--- src/rtl/ctrl_pkg.sv ---
// Shared types and opcode constants for the RV32I multi-cycle control path.
package ctrl_pkg;

  typedef enum logic [2:0] {
    FETCH  = 3'd0,
    DECODE = 3'd1,
    EXEC   = 3'd2,
    MEM    = 3'd3,
    WB     = 3'd4,
    TRAP   = 3'd5
  } state_t;

  // Immediate generator decodes this same encoding.
  typedef enum logic [2:0] {
    IMM_I    = 3'd0,
    IMM_S    = 3'd1,
    IMM_B    = 3'd2,
    IMM_J    = 3'd3,
    IMM_NONE = 3'd4
  } imm_sel_t;

  typedef enum logic [1:0] {
    WB_ALU = 2'd0,
    WB_MEM = 2'd1,
    WB_PC4 = 2'd2
  } wb_sel_t;

  typedef enum logic {
    PC_PLUS4  = 1'b0,
    PC_TARGET = 1'b1
  } pc_sel_t;

  typedef enum logic [2:0] {
    CL_R       = 3'd0,
    CL_IARITH  = 3'd1,
    CL_LOAD    = 3'd2,
    CL_STORE   = 3'd3,
    CL_BRANCH  = 3'd4,
    CL_JAL     = 3'd5,
    CL_ILLEGAL = 3'd6
  } op_class_t;

  localparam logic [6:0] OPC_R      = 7'b0110011;
  localparam logic [6:0] OPC_IARITH = 7'b0010011;
  localparam logic [6:0] OPC_LOAD   = 7'b0000011;
  localparam logic [6:0] OPC_STORE  = 7'b0100011;
  localparam logic [6:0] OPC_BRANCH = 7'b1100011;
  localparam logic [6:0] OPC_JAL    = 7'b1101111;

endpackage

--- src/rtl/op_decode.sv ---
// Combinational opcode classifier: instruction class, legality and immediate format.
module op_decode
  import ctrl_pkg::*;
(
  input  logic [6:0] opcode_i,
  output op_class_t  class_o,
  output logic       legal_o,
  output imm_sel_t   imm_sel_o
);

  always_comb begin
    class_o   = CL_ILLEGAL;
    imm_sel_o = IMM_NONE;
    case (opcode_i)
      OPC_R:      class_o = CL_R;
      OPC_IARITH: begin class_o = CL_IARITH; imm_sel_o = IMM_I; end
      OPC_LOAD:   begin class_o = CL_LOAD;   imm_sel_o = IMM_I; end
      OPC_STORE:  begin class_o = CL_STORE;  imm_sel_o = IMM_S; end
      OPC_BRANCH: begin class_o = CL_BRANCH; imm_sel_o = IMM_B; end
      OPC_JAL:    begin class_o = CL_JAL;    imm_sel_o = IMM_J; end
      default:    ;
    endcase
    legal_o = (class_o != CL_ILLEGAL);
  end

endmodule

--- src/rtl/multicycle_ctrl.sv ---
// Multi-cycle RV32I control FSM: sequences fetch/decode/exec/mem/wb, owns the
// memory handshake, illegal-opcode trap and retired-instruction counter.
module multicycle_ctrl
  import ctrl_pkg::*;
#(
  parameter int unsigned CNT_W = 32
) (
  input  logic             clk,
  input  logic             reset,
  input  logic [31:0]      instr,
  input  logic             mem_ready,
  input  logic             branch_taken,
  output logic             mem_req,
  output logic             mem_we,
  output logic             addr_sel,
  output logic             ir_we,
  output logic             pc_we,
  output logic             pc_sel,
  output logic             alu_src_b,
  output logic [2:0]       imm_sel,
  output logic             reg_we,
  output logic [1:0]       wb_sel,
  output logic             illegal,
  output logic [CNT_W-1:0] instret
);

  state_t           state_q, state_d;
  logic [CNT_W-1:0] instret_q, instret_d;

  op_class_t dec_class;
  logic      dec_legal;
  imm_sel_t  dec_imm;

  logic unused_instr;
  assign unused_instr = ^instr[31:7];

  op_decode u_op_decode (
    .opcode_i  (instr[6:0]),
    .class_o   (dec_class),
    .legal_o   (dec_legal),
    .imm_sel_o (dec_imm)
  );

  always_ff @(posedge clk) begin
    if (reset) begin
      state_q   <= FETCH;
      instret_q <= '0;
    end else begin
      state_q   <= state_d;
      instret_q <= instret_d;
    end
  end

  always_comb begin
    state_d = state_q;
    case (state_q)
      FETCH:  if (mem_ready) state_d = DECODE;
      DECODE: state_d = dec_legal ? EXEC : TRAP;
      EXEC: begin
        case (dec_class)
          CL_LOAD, CL_STORE:  state_d = MEM;
          CL_BRANCH, CL_JAL:  state_d = FETCH;
          default:            state_d = WB;
        endcase
      end
      MEM: begin
        if (mem_ready) state_d = (dec_class == CL_LOAD) ? WB : FETCH;
      end
      WB:      state_d = FETCH;
      TRAP:    state_d = TRAP;
      default: state_d = FETCH;
    endcase
  end

  always_comb begin
    mem_req   = 1'b0;
    mem_we    = 1'b0;
    addr_sel  = 1'b0;
    ir_we     = 1'b0;
    pc_we     = 1'b0;
    pc_sel    = PC_PLUS4;
    alu_src_b = 1'b0;
    imm_sel   = IMM_NONE;
    reg_we    = 1'b0;
    wb_sel    = WB_ALU;
    illegal   = 1'b0;
    if (!reset) begin
      case (state_q)
        FETCH: begin
          mem_req = 1'b1;
          ir_we   = mem_ready;
        end
        DECODE: imm_sel = dec_imm;
        EXEC: begin
          imm_sel = dec_imm;
          case (dec_class)
            CL_IARITH, CL_LOAD, CL_STORE: alu_src_b = 1'b1;
            CL_BRANCH: begin
              pc_we  = 1'b1;
              pc_sel = branch_taken;
            end
            CL_JAL: begin
              pc_we  = 1'b1;
              pc_sel = PC_TARGET;
              reg_we = 1'b1;
              wb_sel = WB_PC4;
            end
            default: ;
          endcase
        end
        MEM: begin
          mem_req  = 1'b1;
          addr_sel = 1'b1;
          mem_we   = (dec_class == CL_STORE);
          pc_we    = mem_ready && (dec_class == CL_STORE);
        end
        WB: begin
          reg_we = 1'b1;
          wb_sel = (dec_class == CL_LOAD) ? WB_MEM : WB_ALU;
          pc_we  = 1'b1;
        end
        TRAP:    illegal = 1'b1;
        default: ;
      endcase
    end
  end

  assign instret_d = pc_we ? instret_q + 1'b1 : instret_q;
  assign instret   = instret_q;

endmodule

--- config.mk ---
export PLATFORM = sky130hd
export DESIGN_NAME = multicycle_ctrl
export DESIGN_NICKNAME = d
export VERILOG_FILES = /design/src/rtl/ctrl_pkg.sv /design/src/rtl/op_decode.sv /design/src/rtl/multicycle_ctrl.sv
export SDC_FILE = /design/constraint.sdc
export NUM_CORES = 1
export LEC_CHECK = 0
export CORE_MARGIN = 4
export CORE_UTILIZATION = 39
export DETAILED_ROUTE_END_ITERATION = 12
export GPL_ROUTABILITY_DRIVEN = 0
export PLACE_DENSITY_LB_ADDON = 0.2
export SKIP_LAST_GASP = 1
export SYNTH_ARGS = -nofsm -noshare
export SYNTH_HDL_FRONTEND = slang
export SYNTH_SLANG_ARGS = --single-unit
--- constraint.sdc ---
create_clock -name clk -period 3.5 [get_ports clk]
set_input_delay 0.525 -clock clk [delete_from_list [all_inputs] [get_ports clk]]
set_output_delay 0.525 -clock clk [all_outputs]
set_load 0.01 [all_outputs]
Word-level counts from Yosys, hierarchy flattened
Index checks and enable logic that the tools add are counted.
W data, S select, Z words.
{"block": "classes", "add_sub_neg": 1, "n_eq_ne": 19, "muxes": 36, "n_reduce_logical": 9}
{"operator": "$add A32 B1 Y32 const B", "n": 1}
{"operator": "$mux W1", "n": 20}
{"operator": "$mux W3", "n": 6}
{"operator": "$pmux W3 S6", "n": 1}
{"operator": "$pmux W3 S5", "n": 1}
{"operator": "$eq A7 B6 Y1 const B", "n": 2}
{"operator": "$eq A7 B7 Y1 const B", "n": 2}
{"operator": "$eq A3 B2 Y1 const B", "n": 4}
{"operator": "$eq A3 B3 Y1 const B", "n": 4}
{"operator": "$pmux W3 S4", "n": 1}
{"operator": "$reduce_or A2 Y1", "n": 5}
{"operator": "$eq A7 B2 Y1 const B", "n": 1}
{"operator": "$eq A7 B5 Y1 const B", "n": 1}
{"operator": "$eq A3 B1 Y1 const B", "n": 2}
{"operator": "$pmux W3 S2", "n": 1}
{"operator": "$mux W2", "n": 2}
{"operator": "$ne A2 B2 Y1 const B", "n": 2}
{"operator": "$pmux W1 S2", "n": 2}
{"operator": "$pmux W2 S2", "n": 1}
{"operator": "$logic_not A3 Y1", "n": 1}
{"operator": "$ne A3 B3 Y1 const B", "n": 1}
{"operator": "$pmux W1 S3", "n": 1}
{"operator": "$reduce_or A3 Y1", "n": 1}
{"operator": "$reduce_and A2 Y1", "n": 1}
{"operator": "$logic_and A1 B1 Y1", "n": 1}
{"block": "totals", "regBits": 35, "input_bits": 36, "output_inout_bits": 46, "wordCells": 67}

Depth between registers and ports, before layout
Gate-level depths: netlist (run 1).
{"block": "depth", "depth_word": 7, "ltp_mapped": 12, "depth_no_buf": 9}

Modules after synthesis
Synthesis (run 1) repeated with hierarchy kept, for this count alone.
{"block": "hier_totals", "hier_cells": 265, "area_unflattened_um2": 2103.3}
{"module": "multicycle_ctrl", "n_inst": 1, "cells_per_inst": 246, "area_per_inst_um2": 1976.9, "seq_area_each_um2": 700.7}
{"module": "op_decode", "n_inst": 1, "cells_per_inst": 19, "area_per_inst_um2": 126.4, "seq_area_each_um2": 0.0}

Least setup slack after synthesis (run 1)
No wires, ideal clock.
{"block": "synth_timing", "path_kind": "input port to flip-flop", "startpoint": "input instr[2]", "endpoint": "register instret_q[21], in the netlist instret[21]", "setup_time_ns": 0.132, "arrival_time_ns": 3.222, "required_time_ns": 3.368, "setup_slack_ns": 0.145, "path_stages": 12, "path_buffers": 3, "path_cell_list": "nor3_1 nand3_1 or2_2 ha_1 nor4bb_1 and4_1 clkbuf_1 o2111ai_1 clkbuf_1 clkbuf_1 o31ai_1 a21oi_1"}
{"block": "synth_between", "elab_chain_cells": 7, "elab_cells_between_ends": 15, "cone_classes": "eq/ne (9); mux (4); reduce/logical (2)"}
{"item": "start: declaration", "line": "multicycle_ctrl.sv:10", "rtl": "input logic [31:0] instr,"}
{"item": "$eq A7 B7 Y1 (tied with other cells)", "line": "op_decode.sv:14", "rtl": "case (opcode_i)"}
{"item": "$pmux W3 S6 *", "line": "op_decode.sv:14"}
{"item": "$eq A3 B3 Y1", "line": "multicycle_ctrl.sv:96", "rtl": "case (dec_class)"}
{"item": "$reduce_or A2 Y1 (no source line)"}
{"item": "$mux W1", "line": "multicycle_ctrl.sv:96"}
{"item": "$pmux W1 S3 *", "line": "multicycle_ctrl.sv:88", "rtl": "case (state_q)"}
{"item": "$mux W1 *", "line": "multicycle_ctrl.sv:87", "rtl": "if (!reset) begin"}
{"item": "end signal: assignment", "line": "multicycle_ctrl.sv:50", "rtl": "instret_q <= instret_d;"}
{"item": "end: declaration", "line": "multicycle_ctrl.sv:28", "rtl": "logic [CNT_W-1:0] instret_q, instret_d;"}
Mark *: on every way between the ends. The rest lies on a longest branch, timed or not.
A chain may end at the register's enable or synchronous reset.

Worst setup path after layout (run 1)
{"block": "layout_timing", "startpoint": "input instr[6]", "endpoint": "output wb_sel[0]"}
{"block": "layout_between", "elab_chain_cells": 6, "elab_cells_between_ends": 11, "cone_classes": "eq/ne (7); mux (4)"}
{"item": "$eq A7 B7 Y1 (tied with other cells)", "line": "op_decode.sv:14"}
{"item": "$pmux W3 S6 *", "line": "op_decode.sv:14"}
{"item": "$eq A3 B2 Y1 *", "line": "multicycle_ctrl.sv:119", "rtl": "wb_sel = (dec_class == CL_LOAD) ? WB_MEM : WB_ALU;"}
{"item": "$mux W1 *", "line": "multicycle_ctrl.sv:119"}
{"item": "$pmux W2 S2 *", "line": "multicycle_ctrl.sv:88"}
{"item": "$mux W2 *", "line": "multicycle_ctrl.sv:87"}
{"item": "end: declaration", "line": "multicycle_ctrl.sv:22", "rtl": "output logic [1:0] wb_sel,"}
Marks and branches as above.

==> results of run 1 <==
==> worst register-to-register path, cell delays in order (launching register included) <==
cell and delay (ps):
sky130_fd_sc_hd__dfxtp_1 440, sky130_fd_sc_hd__nand4_4 180, sky130_fd_sc_hd__or4_4 570, sky130_fd_sc_hd__or3_1 560
sky130_fd_sc_hd__or4_1 570, sky130_fd_sc_hd__a21oi_1 160
==> power by group <==
group / internal (uW) / total (uW) / switching (uW)
clock: 179 / 326 / 147
combinational: 49.1 / 92.2 / 43.1
sequential: 403 / 415 / 12.4
==> routing by layer <==
| metal | part of all wire (%) | routed length [um] | GRT usage (%) |
|---|---|---|---|
| met1 | 46 | 2392 | 19.88 |
| met5 | 0 | 0 | 0 |
| met3 | 3.9 | 205 | 3.880 |
| met4 | 1.1 | 60 | 5.574 |
| met2 | 49 | 2592 | 28.74 |
==> per-stage QoR <==
stage	setup TNS (ps)	cell area, um2	hold slack (ps)	instances	worst slack (ps)
finish	0	2963	497.8	407	181.8
global route	-8.622	2963	520.1	407	-8.622
CTS	0	2940	503.7	406	167.2
detailed placement	-1023	2833	490.8	398	-115.7
global placement	-998.3	2833	476.2	398	-126.5
floorplan	0	2083	493.9	265	145.4
==> area by class of cell <==
class,instances,area (um2)
inverter,12,45.04
tap,70,87.58
timing repair buffer,78,739.5
clock inverter,1,7.507
multi-input combinational,204,1286
sequential,35,700.7
clock buffer,7,96.34
fill,523,2177
==> path summary, 6_finish.rpt <==
check               from          end  slack [ps]
min reg2reg  instret[18]  instret[18]         500
max reg2reg   instret[7]  instret[28]         970
min          instret[18]  instret[18]         500
max             instr[6]    wb_sel[0]         180
==> cells by family after synthesis <==
kind of cell,after synthesis,synth area share (%)
compound gates,72,21.26
flops,35,33.63
mux,2,0.9610
fa+ha+maj,5,3.003
buf+inv,26,5.465
simple gates,117,32.31
xor+xnor,8,3.363
==> layout by cell type, fill, tap and decap left out, drive strengths merged, types with 2 or more instances in the layout <==
cell and count:
a21o 4, a21oi 29, and2 2, and3 5
and4 2, and4b 2, buf 22, clkbuf 7
clkdlybuf4s50 54, dfxtp 35, ha 5, inv 12
mux2i 2, nand2 20, nand2b 4, nand3 8
nand3b 2, nand4 7, nor2 21, nor2b 3
nor3 7, nor4 2, o2111ai 2, o21a 2
o21ai 14, o21bai 2, o31ai 14, o32ai 2
or2 2, or3 10, or4 18, xnor2 2
xor2 6
==> state kept, by name, summed over array words and instances (netlist names) <==
| register | cells |
|---|---|
| state_q | 3 |
| instret | 32 |
==> repair_timing <==
action / CTS / global route
pin swaps: 2 / 2
setup buffers: 0 / 1
setup endpoints to repair: 1 / 12
gates cloned: 0 / 0
gates resized for setup: 2 / 3
==> results by stage, run 1 <==
Worst hold path:
- The worst hold path belongs to the class reg -> reg.
- The worst hold path was traced through 2 stages.

GRT:
- The first global-routing pass estimated between 8 and 9 mm of wire.
- The number of global-route vias before repair is roughly 2,100.
- Across every metal layer, demand over resource in global routing totals ~17%.
- The total overflow left after global routing is 0.
- Entering global routing, the biggest net connects 30 pins.
- The initial antenna violation count was 0.

Clock tree:
- The H-tree was split into 2 levels.
- TritonCTS built the clock tree.
- The CTS sink count is 35.
- The maximum buffer depth of the clock tree is 2.
- The number of buffers added by the clock tree synthesis step is 5.
- For this design, the CTS-stage hold fixing added 0 buffers.
- The clock input transition at the sequential cells of the worst setup and hold paths is 80 ps.
- The CTS root buffer is sky130_fd_sc_hd__clkbuf_8.
- The clock reaches the later pin of the worst-skew pair after about 290 ps.

Synth:
- During synthesis, Yosys emitted a total of 0 warnings.
- The commonest cells after synthesis are sky130_fd_sc_hd__dfxtp_1, sky130_fd_sc_hd__a21oi_1, sky130_fd_sc_hd__nor2_1, sky130_fd_sc_hd__nand2_1, sky130_fd_sc_hd__or4_1.
- The total of flip-flops plus latches after synthesis is 35.
- The number of distinct library cell variants in the gate-level netlist after synthesis is 41.
- The number of nets in the synthesized netlist is just over 300.
- The cell taking the most area after synthesis is sky130_fd_sc_hd__dfxtp_1.
- The mapped netlist covers roughly 2100 um2.
- The average cell area after synthesis is between 7 and 8 um2.
- After synthesis, the largest area contributor takes up between 30 and 40% of total cell area.
- For this run, asynchronously set or reset flops after synthesis account for 0%.
- The cell count after synthesis is 265.
- The most instantiated flip-flop cell in the synthesis netlist is sky130_fd_sc_hd__dfxtp_1.
- The share of synthesized area occupied by flip-flops and latches is 33.63%.
- The library cell with the highest instance count after synthesis is sky130_fd_sc_hd__dfxtp_1.
- By area the synthesized netlist is led by sky130_fd_sc_hd__dfxtp_1, sky130_fd_sc_hd__a21oi_1, sky130_fd_sc_hd__or4_1, sky130_fd_sc_hd__o31ai_1, sky130_fd_sc_hd__nor2_1.
- Counting flops with a built-in enable in the synthesized netlist gives 0.

Routing:
- The initial detailed-routing violation count is 95.
- The detail-routed via count per cell is around 5.4.
- Wires add up to approximately 5.3 mm.
- Once detail routing completed, the nets flagged for antenna violations numbered 0.
- Across all layers, the routed design uses between 2,000 and 2,500 vias.
- The wire length per cell is approximately 13 um.
- The first-pass iteration count of the detailed router is 4.
- For this run, design rule violations remaining after detail routing come to 0.

Critical path:
- The arrival time of the worst setup path is ~2800 ps.
- The path depth of the worst reg2reg path is 5.
- Traced cell by cell, the critical path runs through clkdlybuf4s50_1 -> nor3_2 -> nand3_1 -> or2_2 -> ha_1 -> buf_4 -> nor4_2 -> clkdlybuf4s50_1.
- The depth of the critical timing path with buffers and inverters included is 8.
- STA classifies the critical path endpoint as an output port.
- The worst endpoint required time is 2970 ps.
- Broken down by cell family, the worst path's largest delay share belongs to buffers and inverters.
- The cell type of the slowest stage on the worst timing path is sky130_fd_sc_hd__clkdlybuf4s50_1.
- Along the worst path, the maximum fanout reaches 6.
- The maximum single-stage delay on the critical path is about 570 ps.
- STA classifies the critical path startpoint as an input pin.
- By startpoint and endpoint, the worst setup path is classified as in -> out.
- The critical path contains buffers and inverters numbering 3 combined.
- Counting stages on the worst path, the most repeated cell is sky130_fd_sc_hd__clkdlybuf4s50_1.

Floorplan:
- The die area is approximately 6600 um2.
- The area of the placeable core is ~5000 um2.
- The top-level port count is 82.
- The chip height is roughly 80 um.
- The initial utilization of the core area, before any placement, comes to 40.53%.
- The initialized floorplan defines 26 standard-cell rows.
- The die span in x is a little over 80 um.

Pwr:
- The power consumption is roughly 830 uW.
- The power per unit of standard cell area is ~280 nW/um2.
- VDD sags by at most about 0.19 mV.
- The leakage power of the design is 0.001059 uW.

Flow run:
- The number of max-cap violations is 0.

STA:
- The post-route clock skew is ~11 ps.
- Setup repair after global routing could not meet its margin everywhere.
- The number of pins exceeding their max-slew limit in the final report was 0.
- The number of failing hold endpoints at the final stage is 0.
- Setup violations remaining at the end of the flow were counted as 0.
- The worst pin sits at a relative slew slack of between 60% and 70%.
- The time the final worst path needs with I/O delays and setup is 3318 ps.
- The fraction of the cycle the final worst path needs is a little over nine tenths.
- At the pin with the least slew margin, the transition time is 505.9 ps.
- For this run, the top clock speed supported by timing is around 300 MHz.

Cells and area:
- Compared with the post-synthesis result, the final layout area differs by 42.22%.
- At the end of the flow, the number of nets in the layout was around 380.
- In the final layout, the share of cells above drive strength 1 is a little over a tenth.
- Once layout is complete, the utilization of the core stands at around 58%.
- The antenna cell count is 0.

Status:
- The run finished with clean final reports.

Place:
- Summed over all nets, the half-perimeter wirelength after detailed placement is between 3 and 4 mm.
- The count of buffers added on input and output ports is 56.
No activity file was read; power rests on OpenSTA's default activity.
==> inputs of run 2 (changes only) <==
MAX_ROUTING_LAYER = met4   (was unset)
==> results by stage, run 2 (same netlist as run 1, synthesis figures left out) <==
Cells and area:
- The post-synthesis to final-layout area growth came to 42.22% (unchanged).
- The count of nets after finishing is 377 (unchanged).
- The filler cell count is 523 (unchanged).
- The share of post-route cells with drive strength above 1 was 10.98% (unchanged).
- The final design instance area without fill is 2963 um2 (unchanged).
- The number of flip-flops in the largest register is 32 (unchanged).
- The most common library cell in the layout ignoring fill and taps is sky130_fd_sc_hd__clkdlybuf4s50_1.
- The antenna cell count is 0 (unchanged).
- The utilization after layout is 57.64% (unchanged).
- Leaving out fill and tap cells, the most frequent cells in the layout are sky130_fd_sc_hd__clkdlybuf4s50_1, sky130_fd_sc_hd__dfxtp_1, sky130_fd_sc_hd__a21oi_1, sky130_fd_sc_hd__nor2_1, sky130_fd_sc_hd__buf_4.

Pwr:
- The power consumption is 835.3 uW (+0.19%).
- The power per unit of standard cell area is 281.9 nW/um2 (+0.19%).
- The leakage power of the design is 0.001059 uW (unchanged).
- The worst vdd rail ir drop is 0.1921 mV (about the same).

Floorplan:
- The chip height is 81.09 um (unchanged).
- The area of the placeable core is 5140 um2 (unchanged).
- The die span in x is 81.09 um (unchanged).
- The placement row count was 26 (unchanged).
- The effective utilization at floorplan is 40.53% (unchanged).
- The top-level port count is 82 (unchanged).
- The die area is 6575 um2 (unchanged).

Critical path:
- The setup slack on the worst flop-to-flop path is 970 ps (about the same).
- The cell type of the slowest stage on the worst timing path is sky130_fd_sc_hd__clkdlybuf4s50_1.
- The category of the worst setup path capture point is an output port.
- By startpoint and endpoint, the worst setup path is classified as in -> out.
- In this design, the critical path's most frequently occurring cell is sky130_fd_sc_hd__clkdlybuf4s50_1.
- The worst-path maximum fanout was 6 (unchanged).
- The critical path starts at instr[6].
- The maximum single-stage delay on the critical path is 570 ps (about the same).
- The number of buffer and inverter instances along the worst setup path is 3 (unchanged).
- The cell family contributing the most delay on the critical path is buffers and inverters.
- The startpoint kind of the worst setup timing path is an input pin.
- The arrival time of the worst setup path is 2790 ps (about the same).
- In this run the critical register-to-register path is captured at instret[28].
- The depth of the critical timing path with buffers and inverters included came to 8 (unchanged).
- The end point of the critical path is wb_sel[0].
- Traced cell by cell, the critical path runs through clkdlybuf4s50_1 -> nor3_2 -> nand3_1 -> or2_2 -> ha_1 -> buf_4 -> nor4_2 -> clkdlybuf4s50_1.
- The worst endpoint required time was 2970 ps (about the same).
- The path depth of the worst reg2reg path is 5 (unchanged).
- The worst register-to-register path begins at instret[7].

Clock tree:
- TritonCTS built the clock tree.
- The CTS sink count is 35 (unchanged).
- The maximum buffer depth of the clock tree was 2 (unchanged).
- The CTS H-tree depth is 2 (unchanged).
- The number of buffers added by the clock tree synthesis step came to 5 (unchanged).
- The clock input transition at the sequential cells of the worst setup and hold paths is 80 ps (about the same).
- The source-to-sink clock delay at the later pin of the worst-skew pair is 290 ps (about the same).
- The CTS root buffer is sky130_fd_sc_hd__clkbuf_8.

STA:
- The final number of setup-violating endpoints is 0 (unchanged).
- The time the final worst path needs with I/O delays and setup came to 3319 ps (+0.2850 ps).
- The fmax is 301.3 MHz (about the same).
- The worst max-slew margin expressed relative to the limit is 66.31% (about the same).
- The fraction of the cycle the final worst path needs is 94.81% (about the same).
- The number of failing hold endpoints at the final stage is 0 (unchanged).
- The post-route clock skew is 11.82 ps (+0.6778 ps).
- The number of pins exceeding their max-slew limit in the final report is 0 (unchanged).
- The post-layout worst setup margin is 181.5 ps (-0.2850 ps).
- The pin slew with the least headroom to its limit came to 505.3 ps (-0.5843 ps).
- The worst hold slack across all endpoints is 497.3 ps (-0.5120 ps).
- Setup repair after global routing could not meet its margin everywhere.

Routing:
- The detail-routed via count per cell came to 5.418 (-0.32%).
- The first-pass iteration count of the detailed router came to 4 (unchanged).
- The initial detailed-routing violation count is 100 (+5.3%).
- The via count was 2,205 (-0.32%).
- The total wire length is 5.230 mm (-0.40%).
- The number of nets with antenna violations after detailed routing is 0 (unchanged).
- The wire length per cell came to 12.85 um (-0.40%).
- The number of DRC violations after detailed routing is 0 (unchanged).

GRT:
- The initial antenna violation count is 0 (unchanged).
- The pin count of the biggest net entering global routing is 30 (unchanged).
- The wire length of the first global-routing pass is 8.894 mm (about the same).
- The number of global-route vias before repair is 2,053 (+0.098%).
- The global router's overall resource usage came to 16.92% (+0.40 points).
- The aggregate global routing overflow is 0 (unchanged).

Place:
- The worst setup slack before clock tree synthesis came to -115.7 ps (unchanged).
- The number of buffer cells added on primary ports is 56 (unchanged).
- The detailed placement HPWL is 3.879 mm (unchanged).
- The cell area reported after detailed placement is 2833 um2 (unchanged).

Flow run:
- The number of max-cap violations was 0 (unchanged).

Status:
- The run finished with clean final reports.

Worst hold path:
- The worst hold-check path type is reg -> reg.
==> run 2: cell counts in the layout (fill, tap and decap cells not counted) <==
No cell type changed its count.
==> run 2: worst min path at each step <==
| stage | start | endpoint | slack, ps | cells after the start |
|---|---|---|---|---|
| after detailed placement | instret[18] | instret[18] | 490 | 2 |
| after global placement | instret[18] | instret[18] | 480 | 2 |
| after CTS | instret[18] | instret[18] | 500 | 2 |
| after floorplan | instret[31] | instret[31] | 490 | 2 |
| final | instret[18] | instret[18] | 500 | 2 |
| after global routing | instret[31] | instret[31] | 520 | 2 |
==> run 2: final cells by class <==
class | instances | area, um2 | share of cell area [%]
multi-input combinational | 204 | 1286 | 43.41
timing repair buffer | 78 | 739.5 | 24.96
sequential | 35 | 700.7 | 23.65
clock buffer | 7 | 96.34 | 3.252
tap | 70 | 87.58 | 2.956
inverter | 12 | 45.04 | 1.520
clock inverter | 1 | 7.507 | 0.2534
==> run 2: metal layers <==
layer	up-vias	GRT usage (%)	wire length, um
met5	-	-	0
met4	0	5.574	57
met3	6	3.437	192
met2	40	28.74	2602
met1	1036	19.95	2378
li1	1123	-	-
==> run 2: timing repair <==
action,in CTS,in global routing
gates resized for setup,2,3
endpoints found under the hold margin,0,0
hold buffers,0,0
setup buffers,0,1
endpoints found under the setup margin,1,13
cloned,0,0
pin swaps,2,2
==> run 2: metrics by stage <==
| stage | cells | setup TNS (ps) |
|---|---|---|
| 6_report | 407 | 0 |
| 3_5_place_dp | 398 | -1023 |
| 5_1_grt | 407 | -11.31 |
| 4_1_cts | 406 | 0 |
| 2_1_floorplan | 265 | 0 |
| 3_3_place_gp | 398 | -998.3 |
==> run 2: power by group <==
part | internal (uW) | switching, uW | leakage [uW] | total, uW
Combinational | 49.1 | 43.0 | 0.000727 | 92.1
Sequential | 403 | 12.6 | 0.000282 | 416
Clock | 179 | 149 | 0.0000505 | 328
Total | 631 | 204 | 0.00106 | 835
==> run 2: worst min-delay path, cell delays in order (launching register included) <==
cell and delay, ps:
sky130_fd_sc_hd__dfxtp_1 330, sky130_fd_sc_hd__o31ai_1 70, sky130_fd_sc_hd__a21oi_1 50
